[src/rtl/ntt_seq_pkg.sv]
// ntt_seq_pkg
//   Shared definitions for the NTT job sequencer: Kyber modulus, default
//   polynomial size, sequencer state encoding, error codes and a small
//   coefficient range helper.
package ntt_seq_pkg;

   localparam int KYBER_Q     = 3329;
   localparam int N_PAIRS_DEF = 128;

   typedef enum logic [2:0] {
      IDLE = 3'd0,
      LOAD = 3'd1,
      KICK = 3'd2,
      RUN  = 3'd3,
      DONE = 3'd4,
      ERR  = 3'd5
   } state_t;

   localparam logic [1:0] ERR_NONE    = 2'b00;
   localparam logic [1:0] ERR_TIMEOUT = 2'b01;
   localparam logic [1:0] ERR_COUNT   = 2'b10;
   localparam logic [1:0] ERR_RANGE   = 2'b11;

   // A coefficient is legal only when fully reduced modulo q.
   function automatic logic coef_out_of_range(input logic [15:0] coef);
      return coef >= 16'(KYBER_Q);
   endfunction

endpackage

[src/rtl/ntt_seq_timer.sv]
// ntt_seq_timer
//   Loadable down-counter shared by the core-reset hold and the run timeout.
//   Ports:
//     clk, rst_n  clock, asynchronous active-low reset
//     load        load 'value' into the counter (wins over en)
//     value       reload value; expiry happens 'value' enabled cycles after load
//     en          decrement while non-zero
//     expired     counter is zero
module ntt_seq_timer #(
   parameter int W = 13
) (
   input  logic         clk,
   input  logic         rst_n,
   input  logic         load,
   input  logic [W-1:0] value,
   input  logic         en,
   output logic         expired
);

   logic [W-1:0] cnt;

   // NOTE: state registers use non-blocking assignments so every flop samples
   // pre-edge values, independent of process evaluation order.
   always_ff @(posedge clk or negedge rst_n) begin
      if (!rst_n) begin
         cnt <= '0;
      end else if (load) begin
         cnt <= value;
      end else if (en && (cnt != '0)) begin
         cnt <= cnt - 1'b1;
      end
   end

   assign expired = (cnt == '0);

endmodule

[src/rtl/ntt_job_sequencer.sv]
// ntt_job_sequencer
//   Host-facing sequencer for the single-butterfly Kyber NTT/INTT core.
//   Accepts one job command, streams N_PAIRS packed coefficient pairs into
//   the core RAM, holds the core in reset, launches it, counts FIFO write
//   strobes and reports done / error, with a cycle timeout while running.
//   Optional build macro: NTT_SEQ_RANGE_CHECK_EN -- flags any loaded
//   coefficient >= KYBER_Q and ends the job with error code 11 after the
//   last pair instead of launching the core.
//   Ports:
//     clk, rst_n                 clock, asynchronous active-low reset
//     cmd_valid/cmd_ready        job request handshake, cmd_mode 0=NTT 1=INTT
//     in_valid/in_ready/in_data  coefficient pair stream {coef_a, coef_b}
//     core_start, core_we        RAM load select and write enable
//     core_addr_a/b, core_data_a/b  RAM write port (2k, 2k+1)
//     core_rst, core_mode        active-high core reset, latched mode
//     core_done, core_wr_req     core completion level and FIFO write strobe
//     busy, job_done, err, err_code  job status
module ntt_job_sequencer
   import ntt_seq_pkg::*;
#(
   parameter int N_PAIRS    = N_PAIRS_DEF,
   parameter int RST_CYCLES = 2,
   parameter int TIMEOUT    = 4096,
   parameter int TO_W       = 13
) (
   input  logic        clk,
   input  logic        rst_n,
   input  logic        cmd_valid,
   output logic        cmd_ready,
   input  logic        cmd_mode,
   input  logic        in_valid,
   output logic        in_ready,
   input  logic [31:0] in_data,
   output logic        core_start,
   output logic        core_we,
   output logic [7:0]  core_addr_a,
   output logic [7:0]  core_addr_b,
   output logic [15:0] core_data_a,
   output logic [15:0] core_data_b,
   output logic        core_rst,
   output logic        core_mode,
   input  logic        core_done,
   input  logic        core_wr_req,
   output logic        busy,
   output logic        job_done,
   output logic        err,
   output logic [1:0]  err_code
);

   localparam logic [6:0]      K_LAST   = 7'(N_PAIRS - 1);
   localparam logic [7:0]      CNT_FULL = 8'(N_PAIRS);
   localparam logic [TO_W-1:0] RST_LOAD = TO_W'(RST_CYCLES - 1);
   localparam logic [TO_W-1:0] TO_LOAD  = TO_W'(TIMEOUT - 1);

   state_t          state, state_nx;
   logic [6:0]      k;
   logic [7:0]      out_cnt;
   logic            mode_q;
   logic            err_q;
   logic [1:0]      err_code_q;
   logic            done_q;
   logic            range_pend;

   logic            hs_cmd, hs_in, last_pair, done_rise;
   logic            pair_bad, range_fail;
   logic            tmr_load, tmr_en, tmr_expired;
   logic [TO_W-1:0] tmr_value;
   logic            err_set;
   logic [1:0]      err_set_code;

   assign hs_cmd    = (state == IDLE) && cmd_valid;
   assign hs_in     = (state == LOAD) && in_valid;
   assign last_pair = hs_in && (k == K_LAST);
   // done_q makes completion edge-triggered so a level left high cannot
   // complete a job twice.
   assign done_rise = core_done && !done_q;

`ifdef NTT_SEQ_RANGE_CHECK_EN
   assign pair_bad = hs_in && (coef_out_of_range(in_data[31:16]) ||
                               coef_out_of_range(in_data[15:0]));
`else
   assign pair_bad = 1'b0;
`endif
   // The offending pair may be the last one, so include it directly.
   assign range_fail = last_pair && (range_pend || pair_bad);

   ntt_seq_timer #(.W(TO_W)) u_timer (
      .clk     (clk),
      .rst_n   (rst_n),
      .load    (tmr_load),
      .value   (tmr_value),
      .en      (tmr_en),
      .expired (tmr_expired)
   );

   // NOTE: every signal driven here gets a default first so no path leaves
   // it unassigned, which would otherwise infer a latch.
   always_comb begin
      state_nx     = state;
      tmr_load     = 1'b0;
      tmr_value    = '0;
      tmr_en       = 1'b0;
      err_set      = 1'b0;
      err_set_code = ERR_NONE;
      case (state)
         IDLE: if (cmd_valid) state_nx = LOAD;
         LOAD: begin
            if (last_pair) begin
               if (range_fail) begin
                  state_nx     = ERR;
                  err_set      = 1'b1;
                  err_set_code = ERR_RANGE;
               end else begin
                  state_nx  = KICK;
                  tmr_load  = 1'b1;
                  tmr_value = RST_LOAD;
               end
            end
         end
         KICK: begin
            tmr_en = 1'b1;
            if (tmr_expired) begin
               state_nx  = RUN;
               tmr_load  = 1'b1;
               tmr_value = TO_LOAD;
            end
         end
         RUN: begin
            tmr_en = 1'b1;
            // Completion is checked first so it wins over a coincident timeout.
            if (done_rise) begin
               if (out_cnt == CNT_FULL) begin
                  state_nx = DONE;
               end else begin
                  state_nx     = ERR;
                  err_set      = 1'b1;
                  err_set_code = ERR_COUNT;
               end
            end else if (tmr_expired) begin
               state_nx     = ERR;
               err_set      = 1'b1;
               err_set_code = ERR_TIMEOUT;
            end
         end
         DONE:    state_nx = IDLE;
         ERR:     state_nx = IDLE;
         default: state_nx = IDLE;
      endcase
   end

   always_ff @(posedge clk or negedge rst_n) begin
      if (!rst_n) begin
         state      <= IDLE;
         k          <= '0;
         out_cnt    <= '0;
         mode_q     <= 1'b0;
         err_q      <= 1'b0;
         err_code_q <= ERR_NONE;
         done_q     <= 1'b0;
         range_pend <= 1'b0;
      end else begin
         state  <= state_nx;
         done_q <= core_done;
         if (hs_cmd) begin
            mode_q     <= cmd_mode;
            err_q      <= 1'b0;
            err_code_q <= ERR_NONE;
            k          <= '0;
            out_cnt    <= '0;
            range_pend <= 1'b0;
         end
         if (hs_in) begin
            k <= k + 1'b1;
            if (pair_bad) range_pend <= 1'b1;
         end
         if ((state == RUN) && core_wr_req && (out_cnt != 8'hFF)) begin
            out_cnt <= out_cnt + 1'b1;
         end
         if (err_set) begin
            err_q      <= 1'b1;
            err_code_q <= err_set_code;
         end
      end
   end

   assign cmd_ready   = (state == IDLE);
   assign in_ready    = (state == LOAD);
   assign core_start  = (state == LOAD);
   assign core_we     = hs_in;
   // Addresses and data are forced to zero outside LOAD so the RAM port is
   // quiet whenever the host is not loading.
   assign core_addr_a = in_ready ? {k, 1'b0} : 8'd0;
   assign core_addr_b = in_ready ? {k, 1'b1} : 8'd0;
   assign core_data_a = in_ready ? in_data[31:16] : 16'd0;
   assign core_data_b = in_ready ? in_data[15:0]  : 16'd0;
   assign core_rst    = (state == KICK) || (state == ERR);
   assign core_mode   = mode_q;
   assign busy        = (state != IDLE);
   assign job_done    = (state == DONE);
   assign err         = err_q;
   assign err_code    = err_code_q;

endmodule

[config.mk]
export PLATFORM = sky130hd
export DESIGN_NAME = ntt_job_sequencer
export DESIGN_NICKNAME = d
export VERILOG_FILES = /design/src/rtl/ntt_seq_pkg.sv /design/src/rtl/ntt_seq_timer.sv /design/src/rtl/ntt_job_sequencer.sv
export SDC_FILE = /design/constraint.sdc
export NUM_CORES = 1
export LEC_CHECK = 0
export ABC_CLOCK_PERIOD_IN_PS = 2850
export BUFFER_PORTS_ARGS = -buffer_cell sky130_fd_sc_hd__buf_2
export CAP_MARGIN = 5
export CELL_PAD_IN_SITES_DETAIL_PLACEMENT = 0
export CELL_PAD_IN_SITES_GLOBAL_PLACEMENT = 1
export CORE_MARGIN = 2
export CORE_UTILIZATION = 36
export CTS_BUF_LIST = sky130_fd_sc_hd__clkbuf_8
export CTS_CLUSTER_SIZE = 10
export DETAILED_ROUTE_END_ITERATION = 8
export GPL_TIMING_DRIVEN = 0
export HOLD_SLACK_MARGIN = 0.15
export PLACE_DENSITY_LB_ADDON = 0.1
export REMOVE_ABC_BUFFERS = 1
export SKIP_CTS_REPAIR_TIMING = 1
export SLEW_MARGIN = 20
export SYNTH_ARGS = -nofsm -noshare
export SYNTH_HDL_FRONTEND = slang
export SYNTH_SLANG_ARGS = --single-unit
[constraint.sdc]
create_clock -name clk -period 2.85 [get_ports clk]
set_clock_uncertainty 0.05 [all_clocks]
set_input_delay 0.4275 -clock clk [delete_from_list [all_inputs] [get_ports clk]]
set_output_delay 0.4275 -clock clk [all_outputs]
set_load 0.02 [all_outputs]
==> results of run 1 <==
## per-stage QoR
| stage | hold WS, ns | setup WS [ns] |
|---|---|---|
| finish | 0.1950 | 0.2583 |
| global route | 0.2053 | 0.04874 |
| CTS | 0.2024 | -0.2095 |
| detailed placement | 0.4161 | 0.1148 |
| global placement | 0.4048 | 0.1766 |
| floorplan | 0.08191 | 0.1585 |
## logic make-up after synthesis
| kind of cell | synth area share [%] |
|---|---|
| simple gates | 35.45 |
| compound gates | 15.67 |
| flops | 37.48 |
| buf+inv | 6.767 |
| fa+ha+maj | 2.603 |
| xor+xnor | 1.458 |
| other cells | 0.1560 |
| mux | 0.4165 |
## registers in the layout, summed over array words and instances, names as in the netlist
register     flops
u_timer.cnt     13
done_q           1
core_mode        1
k                7
err_code         2
state            3
out_cnt          8
err              1
## layout by cell type (no fill, tap or decap), types with 3 or more instances in the layout
cell type and instances:
sky130_fd_sc_hd__or4_4 3, sky130_fd_sc_hd__nor2_1 6, sky130_fd_sc_hd__and2_1 42, sky130_fd_sc_hd__o41ai_1 3
sky130_fd_sc_hd__nand3_1 17, sky130_fd_sc_hd__nand2b_1 3, sky130_fd_sc_hd__nor3_1 5, sky130_fd_sc_hd__or3b_2 3
sky130_fd_sc_hd__o211ai_1 6, sky130_fd_sc_hd__and3_1 4, sky130_fd_sc_hd__nor3b_1 4, sky130_fd_sc_hd__ha_1 5
sky130_fd_sc_hd__buf_2 96, sky130_fd_sc_hd__clkbuf_8 7, sky130_fd_sc_hd__a21oi_1 4, sky130_fd_sc_hd__o31ai_1 6
sky130_fd_sc_hd__or4_1 5, sky130_fd_sc_hd__dfrtp_1 35, sky130_fd_sc_hd__or3_1 7, sky130_fd_sc_hd__xnor2_1 3
sky130_fd_sc_hd__inv_1 7, sky130_fd_sc_hd__o311ai_0 5, sky130_fd_sc_hd__nand2_1 25, sky130_fd_sc_hd__o21ai_0 12
## report_power, final
group	internal (W)	total (W)	switching (W)
combinational	0.000463	0.00119	0.000724
clock	0.000216	0.000407	0.000192
sequential	0.000643	0.000829	0.000186
total	0.00132	0.00242	0.00110
## metal layers
layer	up-vias	wire, um
met2	84	3047
met1	1028	2727
met5	-	0
met4	0	54
li1	1137	-
met3	5	456
## critical path, stage by stage, from the launching register on
cell,delay (ns)
sky130_fd_sc_hd__dfrtp_1,0.51
sky130_fd_sc_hd__or3b_2,0.56
sky130_fd_sc_hd__clkinvlp_4,0.35
sky130_fd_sc_hd__nand2_1,0.16
sky130_fd_sc_hd__inv_1,0.09
sky130_fd_sc_hd__buf_2,0.16
## path summary, 6_finish.rpt
check	startpoint	endpoint	depth (start not counted)
min in group clk	core_done	done_q$_DFF_PN0_	1
hold / removal	rst_n	out_cnt[3]$_DFFE_PN0P_	1
max in group asynchronous	rst_n	state[0]$_DFFE_PN0P_	1
hold reg to reg	core_mode$_DFFE_PN0P_	core_mode$_DFFE_PN0P_	2
setup reg to reg	u_timer.cnt[0]$_DFFE_PN0P_	u_timer.cnt[3]$_DFFE_PN0P_	6
setup / recovery	state[1]$_DFFE_PN0P_	core_addr_b[5]	5
## layout make-up
type	count	area [um2]	share of cell area, %
inverter	9	37.54	1.268
tap	77	96.34	3.256
sequential	36	902.1	30.49
multi-input combinational	204	1346	45.50
timing repair buffer	96	480.5	16.24
clock buffer	7	96.34	3.256
==> run summary, run 1 <==
* R2R Setup Slk: 0.29 ns
* number of buffers inserted during clock tree synthesis: 5
* CP arrival: 2.11 ns
* Main synth FF type: sky130_fd_sc_hd__dfrtp_1
* grt total ovfl: 0
* number of global-route vias before repair: 1949
* Peak supply drop: 0.0003982 V
* Pre-Repair DR Iteration Count: 4
* critical path startpoint category: flop
* placed wire-length estimate after detailed placement: 4597 um
* count of state elements after synthesis: 36
* total global-route track usage: 16.96%
* violation count after the first detailed-route iteration: 76
* IO Port Bufs: 96
* CTS tree: built
* CTS clock-pin slew for the worst setup and hold paths: 0.07 ns
* period utilization: 90.94%
* cell area after placement: 2858 um2
* DRT Wirelength: 6285 um
* global routing usage on met3: 3.465%
* setup TNS after final layout: 0 ns
* Top Ports: 98
* Pwr Total: 0.002423 W
* placement row count: 29
* Hold Fails Final Rpt: 0
* actual slew at the worst max-slew pin: 1.012 ns
* height of the chip: 85.71 um
* leakage power: 1.457 nW
* number of unique standard cell types used by synthesis: 56
* count of flip-flops with a built-in enable after synthesis: 0
* global-route track usage on met1: 21.11%
* worst path required time: 2.37 ns
* DRC violation count after routing: 0
* root buffer cell: sky130_fd_sc_hd__clkbuf_8
* Power Density: 818.9 nW/um2
* relative max-transition margin: 31.95%
* die span in x: 85.71 um
* setup repair after global routing missed its margin: no
* area added between synthesis and finish: 23.11%
* core area: 6386 um2
* post-route core utilization: 46.34%
* fill cell instance count of the final layout: 640
* top cells by area in the synthesized netlist: sky130_fd_sc_hd__dfrtp_1 37%, sky130_fd_sc_hd__and2_1 11%, sky130_fd_sc_hd__nand2_1 3.9%
* number of sinks driven by the clock tree: 36
* number of violations of the max-capacitance limit: 0
* Most Used Layer, Global Route: met2
* Placed Cells incl. Taps: 422
* Cell Count, Final, Fillers Out: 429
* Finished Cell Area: 2959 um2
* Final setup violation count: 0
* Fmax achieved: 385.9 MHz
* grt met2 use: 30.04%
* mean instance size in the synthesized netlist: 8.804 um2
* maximum number of pins on one net before global-route repair: 43
* diode insertion count for antenna repair: 0
* clock period minus final worst setup slack: 2.592 ns
* share of flip-flops with an asynchronous set or reset after synthesis: 100.0%
* vias: 2254
* count of final max-slew check failures: 0
* Critical Path End Type: output pin
* critical path start-end classification: reg2out
* min-delay worst type: in2async
* Cells after Synth: 273
* Synth area leader: sky130_fd_sc_hd__dfrtp_1
* overall die area: 7346 um2
* maximum fanout encountered on the critical timing path: 42
* effective utilization at floorplan: 37.64%
* number of antenna violations at the first check in global routing: 0
* outcome: finished, final reports clean
* count leader, synth: sky130_fd_sc_hd__and2_1
* share of the synthesized area in the top cell type: 37.48%
* global-route wire length before repair: 9922 um
* most numerous cell types in the synthesized netlist: 42 x sky130_fd_sc_hd__and2_1, 36 x sky130_fd_sc_hd__dfrtp_1, 25 x sky130_fd_sc_hd__nand2_1
* remaining antenna violation count: 0
* Max clock buf depth: 2
* yosys warns: 0
* fraction of final layout cells with drive strength greater than 1: 34.38%
* latest clock arrival within the worst-skew pair: 0.29 ns
* net total in the final layout: 396
* routed vias/inst: 5.254
* netlist area before placement: 2404 um2
* H-tree lvl count: 2
* RePlAce Congestion: 0.7712
* proportion of synthesized chip area in sequential cells: 37.48%
* DR WL/cell: 14.65 um
No activity file was read; power rests on OpenSTA's default activity.
==> run 2: changes to the inputs <==
PLACE_DENSITY = 0.83   (was default)
PLACE_DENSITY_LB_ADDON = default   (was 0.1)
==> run 2 against run 1 <==
- sequential cell count stayed put
- global-route usage rose by 0.98 points
- total power up 1.7%
- sequential share of layout area is 0.17 points lower
- final cell count is 0.70% higher
- non-clock buffer count did not move
- core utilization up 0.25 points
- register-to-register slack got worse by 0.03 ns
- critical path type unchanged
- routed wire length rose by 1.2%
- largest cell class unchanged
- worst hold slack worse by 0.011 ns
- count of clock-buffer cells in the layout fell by 2
==> run summary, run 2 (synthesized netlist as in run 1, its figures left out) <==
* period utilization: 92.12%
* grt total ovfl: 0
* routed vias/inst: 5.384
* leading cell type in the layout, fill and taps excluded: sky130_fd_sc_hd__buf_2
* post-route core utilization: 46.59%
* Peak supply drop: 0.0003588 V
* fill cell instance count of the final layout: 622
* vias: 2326
* number of sinks driven by the clock tree: 36
* CTS tree: built
* CP arrival: 2.15 ns
* Power Density: 827.9 nW/um2
* Top Ports: 98
* Pre-Repair DR Iteration Count: 4
* commonest cells after routing, fill and taps aside: 96 x sky130_fd_sc_hd__buf_2, 42 x sky130_fd_sc_hd__and2_1, 35 x sky130_fd_sc_hd__dfrtp_1
* maximum fanout encountered on the critical timing path: 42
* fraction of final layout cells with drive strength greater than 1: 34.28%
* clock period minus final worst setup slack: 2.625 ns
* cell with the largest stage delay on the worst path: sky130_fd_sc_hd__or3b_2
* Hold Fails Final Rpt: 0
* H-tree lvl count: 2
* critical path start-end classification: reg2out
* die span in x: 85.71 um
* pre-CTS setup slack: 0.08738 ns
* violation count after the first detailed-route iteration: 114
* placement row count: 29
* number of buffers inserted during clock tree synthesis: 5
* worst path required time: 2.37 ns
* leakage power: 1.466 nW
* Pwr Total: 0.002463 W
* register with the highest flop count: u_timer.cnt
* actual slew at the worst max-slew pin: 1.031 ns
* RePlAce Congestion: 0.7597
* origin of the critical flop-to-flop path: u_timer.cnt[0]$_DFFE_PN0P_
* effective utilization at floorplan: 37.64%
* overall die area: 7346 um2
* critical path startpoint category: flop
* crit path from: state[1]$_DFFE_PN0P_
* count of final max-slew check failures: 0
* Critical Path End Type: output pin
* Fmax achieved: 380.9 MHz
* CP max stage delay: 0.56 ns
* largest registers in the final layout: u_timer.cnt (13), out_cnt (8), k (7)
* relative max-transition margin: 30.65%
* Cell Count, Final, Fillers Out: 432
* DRC violation count after routing: 0
* maximum number of pins on one net before global-route repair: 43
* number of violations of the max-capacitance limit: 0
* min-delay worst type: in2async
* CTS clock-pin slew for the worst setup and hold paths: 0.07 ns
* Placed Cells incl. Taps: 422
* height of the chip: 85.71 um
* net total in the final layout: 396
* remaining antenna violation count: 0
* worst-case hold slack: 0.1838 ns
* IO Port Bufs: 96
* placed wire-length estimate after detailed placement: 4745 um
* total global-route track usage: 17.93%
* root buffer cell: sky130_fd_sc_hd__clkbuf_8
* outcome: finished, final reports clean
* setup repair after global routing missed its margin: no
* DR WL/cell: 14.72 um
* global-route wire length before repair: 10390 um
* core area: 6386 um2
* Final setup violation count: 0
* min setup slack post-route: 0.2246 ns
* number of global-route vias before repair: 2153
* CP Cell Sequence: or3b_2 -> clkinvlp_4 -> nand2_1 -> inv_1 -> buf_2
* Max clock buf depth: 2
* area added between synthesis and finish: 23.79%
* number of antenna violations at the first check in global routing: 2
* latest clock arrival within the worst-skew pair: 0.29 ns
* max FFs per register: 13
* DRT Wirelength: 6360 um
==> run 2: cell count changes in the layout (fill, tap and decap cells not counted) <==
cell / before / now
sky130_fd_sc_hd__clkinv_2: 0 / 1
sky130_fd_sc_hd__bufinv_16: 0 / 1
sky130_fd_sc_hd__clkbuf_8: 7 / 5
sky130_fd_sc_hd__inv_1: 7 / 8
sky130_fd_sc_hd__diode_2: 0 / 2
==> run 2: layer usage <==
metal | wire length [um] | global-route usage [%]
met2 | 3113 | 31.18
met3 | 463 | 3.657
met1 | 2635 | 21.91
met4 | 147 | 6.638
met5 | 0 | 0
==> run 2: cell type report <==
class | instances | area [um2] | area share [%]
inverter | 9 | 37.54 | 1.262
clock buffer | 5 | 68.82 | 2.313
tap | 77 | 96.34 | 3.238
antenna | 2 | 5.005 | 0.1682
sequential | 36 | 902.1 | 30.32
clock inverter | 3 | 38.79 | 1.304
timing repair buffer | 96 | 480.5 | 16.15
multi-input combinational | 204 | 1346 | 45.25
==> run 2: path summary, 6_finish.rpt <==
check | cells after the start | to | slack (ns)
worst min register to register | 2 | core_mode$_DFFE_PN0P_ | 0.44
worst min-delay path | 1 | u_timer.cnt[8]$_DFFE_PN0P_ | 0.18
min in group clk | 1 | done_q$_DFF_PN0_ | 0.21
worst max register to register | 6 | u_timer.cnt[3]$_DFFE_PN0P_ | 0.26
worst max-delay path | 5 | core_addr_a[5] | 0.22
max in group asynchronous | 1 | state[0]$_DFFE_PN0P_ | 2.00
==> run 2: report_power, final <==
part,internal [W],switching [W]
Combinational,0.000463,0.000725
Clock,0.000256,0.000185
Sequential,0.000643,0.000190
==> run 2: metrics by stage <==
stage	area [um2]	TNS (ns)
4_1_cts	2965	-5.015
3_5_place_dp	2858	0
2_1_floorplan	2275	0
5_1_grt	2975	0
6_report	2975	0
3_3_place_gp	2851	0
==> run 2: worst max-delay path: cells and delay by family, from the launching register on <==
kind / cells / cell delay (ns)
buffers and inverters: 3 / 0.64
flip-flops: 1 / 0.51
AND/OR/NAND/NOR: 2 / 0.71
==> run 3: changes to the inputs <==
ABC_AREA = 1   (was default)
CORE_UTILIZATION = 35   (was 36)
CTS_CLUSTER_SIZE = 24   (was 10)
==> run 3 against run 2 <==
- global-route usage fell by 2.6 points
- critical path type is now reg2reg
- core utilization fell by 3.0 points
- design area rose by 5.2%
- largest cell class unchanged
==> run summary, run 3 <==
* worst path required time: 2.94 ns
* crit path buf inv count: 0
* clock period minus final worst setup slack: 2.395 ns
* worst-case hold slack: 0.1930 ns
* critical path startpoint category: flop
* commonest cells after routing, fill and taps aside: 96 x sky130_fd_sc_hd__buf_2, 70 x sky130_fd_sc_hd__nor2_1, 66 x sky130_fd_sc_hd__nand2_1
* Main synth FF type: sky130_fd_sc_hd__dfrtp_1
* count of final max-slew check failures: 0
* Synth area leader: sky130_fd_sc_hd__dfrtp_1
* Pre-Repair DR Iteration Count: 5
* cell family with the largest share of critical-path delay: simple AND/OR/NAND/NOR gates
* period utilization: 84.03%
* height of the chip: 89.67 um
* count of flip-flops with a built-in enable after synthesis: 0
* maximum fanout encountered on the critical timing path: 41
* relative max-transition margin: 43.24%
* leakage power: 1.764 nW
* share of flip-flops with an asynchronous set or reset after synthesis: 100.0%
* fraction of final layout cells with drive strength greater than 1: 31.42%
* actual slew at the worst max-slew pin: 0.8514 ns
* CTS clock-pin slew for the worst setup and hold paths: 0.07 ns
* netlist area before placement: 2569 um2
* RePlAce Congestion: 0.8055
* setup TNS after final layout: 0 ns
* overall die area: 8041 um2
* CTS tree: built
* yosys warns: 0
* register with the highest flop count: u_timer.cnt
* CP arrival: 2.48 ns
* DR WL/cell: 10.78 um
* number of antenna violations at the first check in global routing: 0
* count of state elements after synthesis: 36
* global-route wire length before repair: 9832 um
* Finished Cell Area: 3129 um2
* Fmax achieved: 417.6 MHz
* IO Port Bufs: 96
* maximum number of pins on one net before global-route repair: 42
* max FFs per register: 13
* core area: 7176 um2
* setup repair after global routing missed its margin: no
* fill cell instance count of the final layout: 746
* root buffer cell: sky130_fd_sc_hd__clkbuf_8
* largest family of logic cells by synthesized area: simple AND/OR/NAND/NOR gates
* placed wire-length estimate after detailed placement: 4467 um
* diode insertion count for antenna repair: 0
* Final setup violation count: 0
* proportion of synthesized chip area in sequential cells: 35.07%
* adder and majority gate portion of the synthesized area: 2.435%
* number of global-route vias before repair: 2175
* share of the synthesized area in the top cell type: 35.07%
* number of buffers inserted during clock tree synthesis: 5
* routed vias/inst: 4.459
* number of violations of the max-capacitance limit: 0
* critical path start-end classification: reg2reg
* share of the synthesized area in compound gates (AO/OA/AOI/OAI): 8.962%
* outcome: finished, final reports clean
* latest clock arrival within the worst-skew pair: 0.29 ns
* post-synthesis xor/xnor area fraction: 4.092%
* net total in the final layout: 496
* Cells after Synth: 366
* area added between synthesis and finish: 21.82%
* DRC violation count after routing: 0
* cell with the largest stage delay on the worst path: sky130_fd_sc_hd__a21oi_2
* violation count after the first detailed-route iteration: 110
* cell area after placement: 3052 um2
* Pwr Total: 0.002959 W
* Top Ports: 98
* vias: 2457
* count leader, synth: sky130_fd_sc_hd__nor2_1
* post-route core utilization: 43.61%
* effective utilization at floorplan: 35.80%
* remaining antenna violation count: 0
* die span in x: 89.67 um
* DRT Wirelength: 5940 um
* total global-route track usage: 15.28%
* multiplexer share of the synthesized area: 0.4384%
* CP max stage delay: 0.64 ns
* Hold Fails Final Rpt: 0
* number of sinks driven by the clock tree: 36
* grt total ovfl: 0
* Power Density: 945.5 nW/um2
* Critical Path End Type: flop
* simple-gate share of the synthesized area: 34.19%
* H-tree lvl count: 2
* Peak supply drop: 0.0004940 V
* mean instance size in the synthesized netlist: 7.018 um2
* min-delay worst type: in2async
* number of unique standard cell types used by synthesis: 36
* largest registers in the final layout: u_timer.cnt (13), out_cnt (8), k (7)
* Max clock buf depth: 2
* leading cell type in the layout, fill and taps excluded: sky130_fd_sc_hd__buf_2
* CP Cell Sequence: nand3_4 -> nor2_4 -> nand2_4 -> a21oi_2 -> a21oi_1
* most numerous cell types in the synthesized netlist: 70 x sky130_fd_sc_hd__nor2_1, 66 x sky130_fd_sc_hd__nand2_1, 64 x sky130_fd_sc_hd__inv_1
* top cells by area in the synthesized netlist: sky130_fd_sc_hd__dfrtp_1 35%, sky130_fd_sc_hd__nor2_1 10%, sky130_fd_sc_hd__nand2_1 9.6%
* placement row count: 31
-- run 3: changes by cell type after synthesis, sizes merged, moves of 7 or more --
cell	previous run	this run
a21oi	4	15
nand2	25	71
and2	42	0
clkbuf	13	1
inv	8	67
or4	9	0
xor2	1	8
or3	8	0
nor2	6	84
-- run 3: layer usage --
layer	wire length, um	GRT usage (%)	vias up
met5	0	0	-
li1	-	-	1276
met4	59	3.664	0
met3	280	2.742	6
met1	2750	19.55	1104
met2	2850	26.74	71
-- run 3: area by class of cell --
type / instances / area [um2] / share of cell area, %
Clock buffer: 5 / 68.82 / 2.199
Clock inverter: 2 / 8.758 / 0.2799
Inverter: 68 / 255.2 / 8.157
Multi-Input combinational cell: 245 / 1291 / 41.26
Sequential cell: 36 / 900.9 / 28.79
Tap cell: 99 / 123.9 / 3.958
Timing Repair Buffer: 96 / 480.5 / 15.35
-- run 3: path summary, 6_finish.rpt --
kind	slack, ns	start	to	cells past startpoint
setup / recovery	0.46	state[0]$_DFFE_PN0P_	u_timer.cnt[1]$_DFFE_PN0P_	5
hold / removal	0.19	rst_n	u_timer.cnt[11]$_DFFE_PN0P_	1
setup reg to reg	0.46	state[0]$_DFFE_PN0P_	u_timer.cnt[1]$_DFFE_PN0P_	5
hold reg to reg	0.43	err$_DFFE_PN0P_	err$_DFFE_PN0P_	2
max in group asynchronous	2.02	rst_n	out_cnt[6]$_DFFE_PN0P_	1
min in group clk	0.21	core_done	done_q$_DFF_PN0_	1
-- run 3: report_power, final --
group | switching (W) | internal (W)
Clock | 0.000185 | 0.000163
Sequential | 0.000227 | 0.000703
Combinational | 0.00112 | 0.000560
Total | 0.00153 | 0.00143
-- run 3: cells by family after synthesis --
| logic type | after synthesis |
|---|---|
| DFF | 36 |
| AOI/OAI and AO/OA | 34 |
| muxes | 1 |
| adders and majority gates | 5 |
| buffers and inverters | 85 |
| other | 1 |
| and+or+nand+nor | 192 |
| xor gates and xnor gates | 12 |
-- run 3: per-stage QoR --
step                worst slack [ns]  cells
finish                        0.4553    551
global route                  0.2486    551
CTS                           0.4203    551
detailed placement            0.4251    544
global placement              0.4623    544
floorplan                     0.8099    349
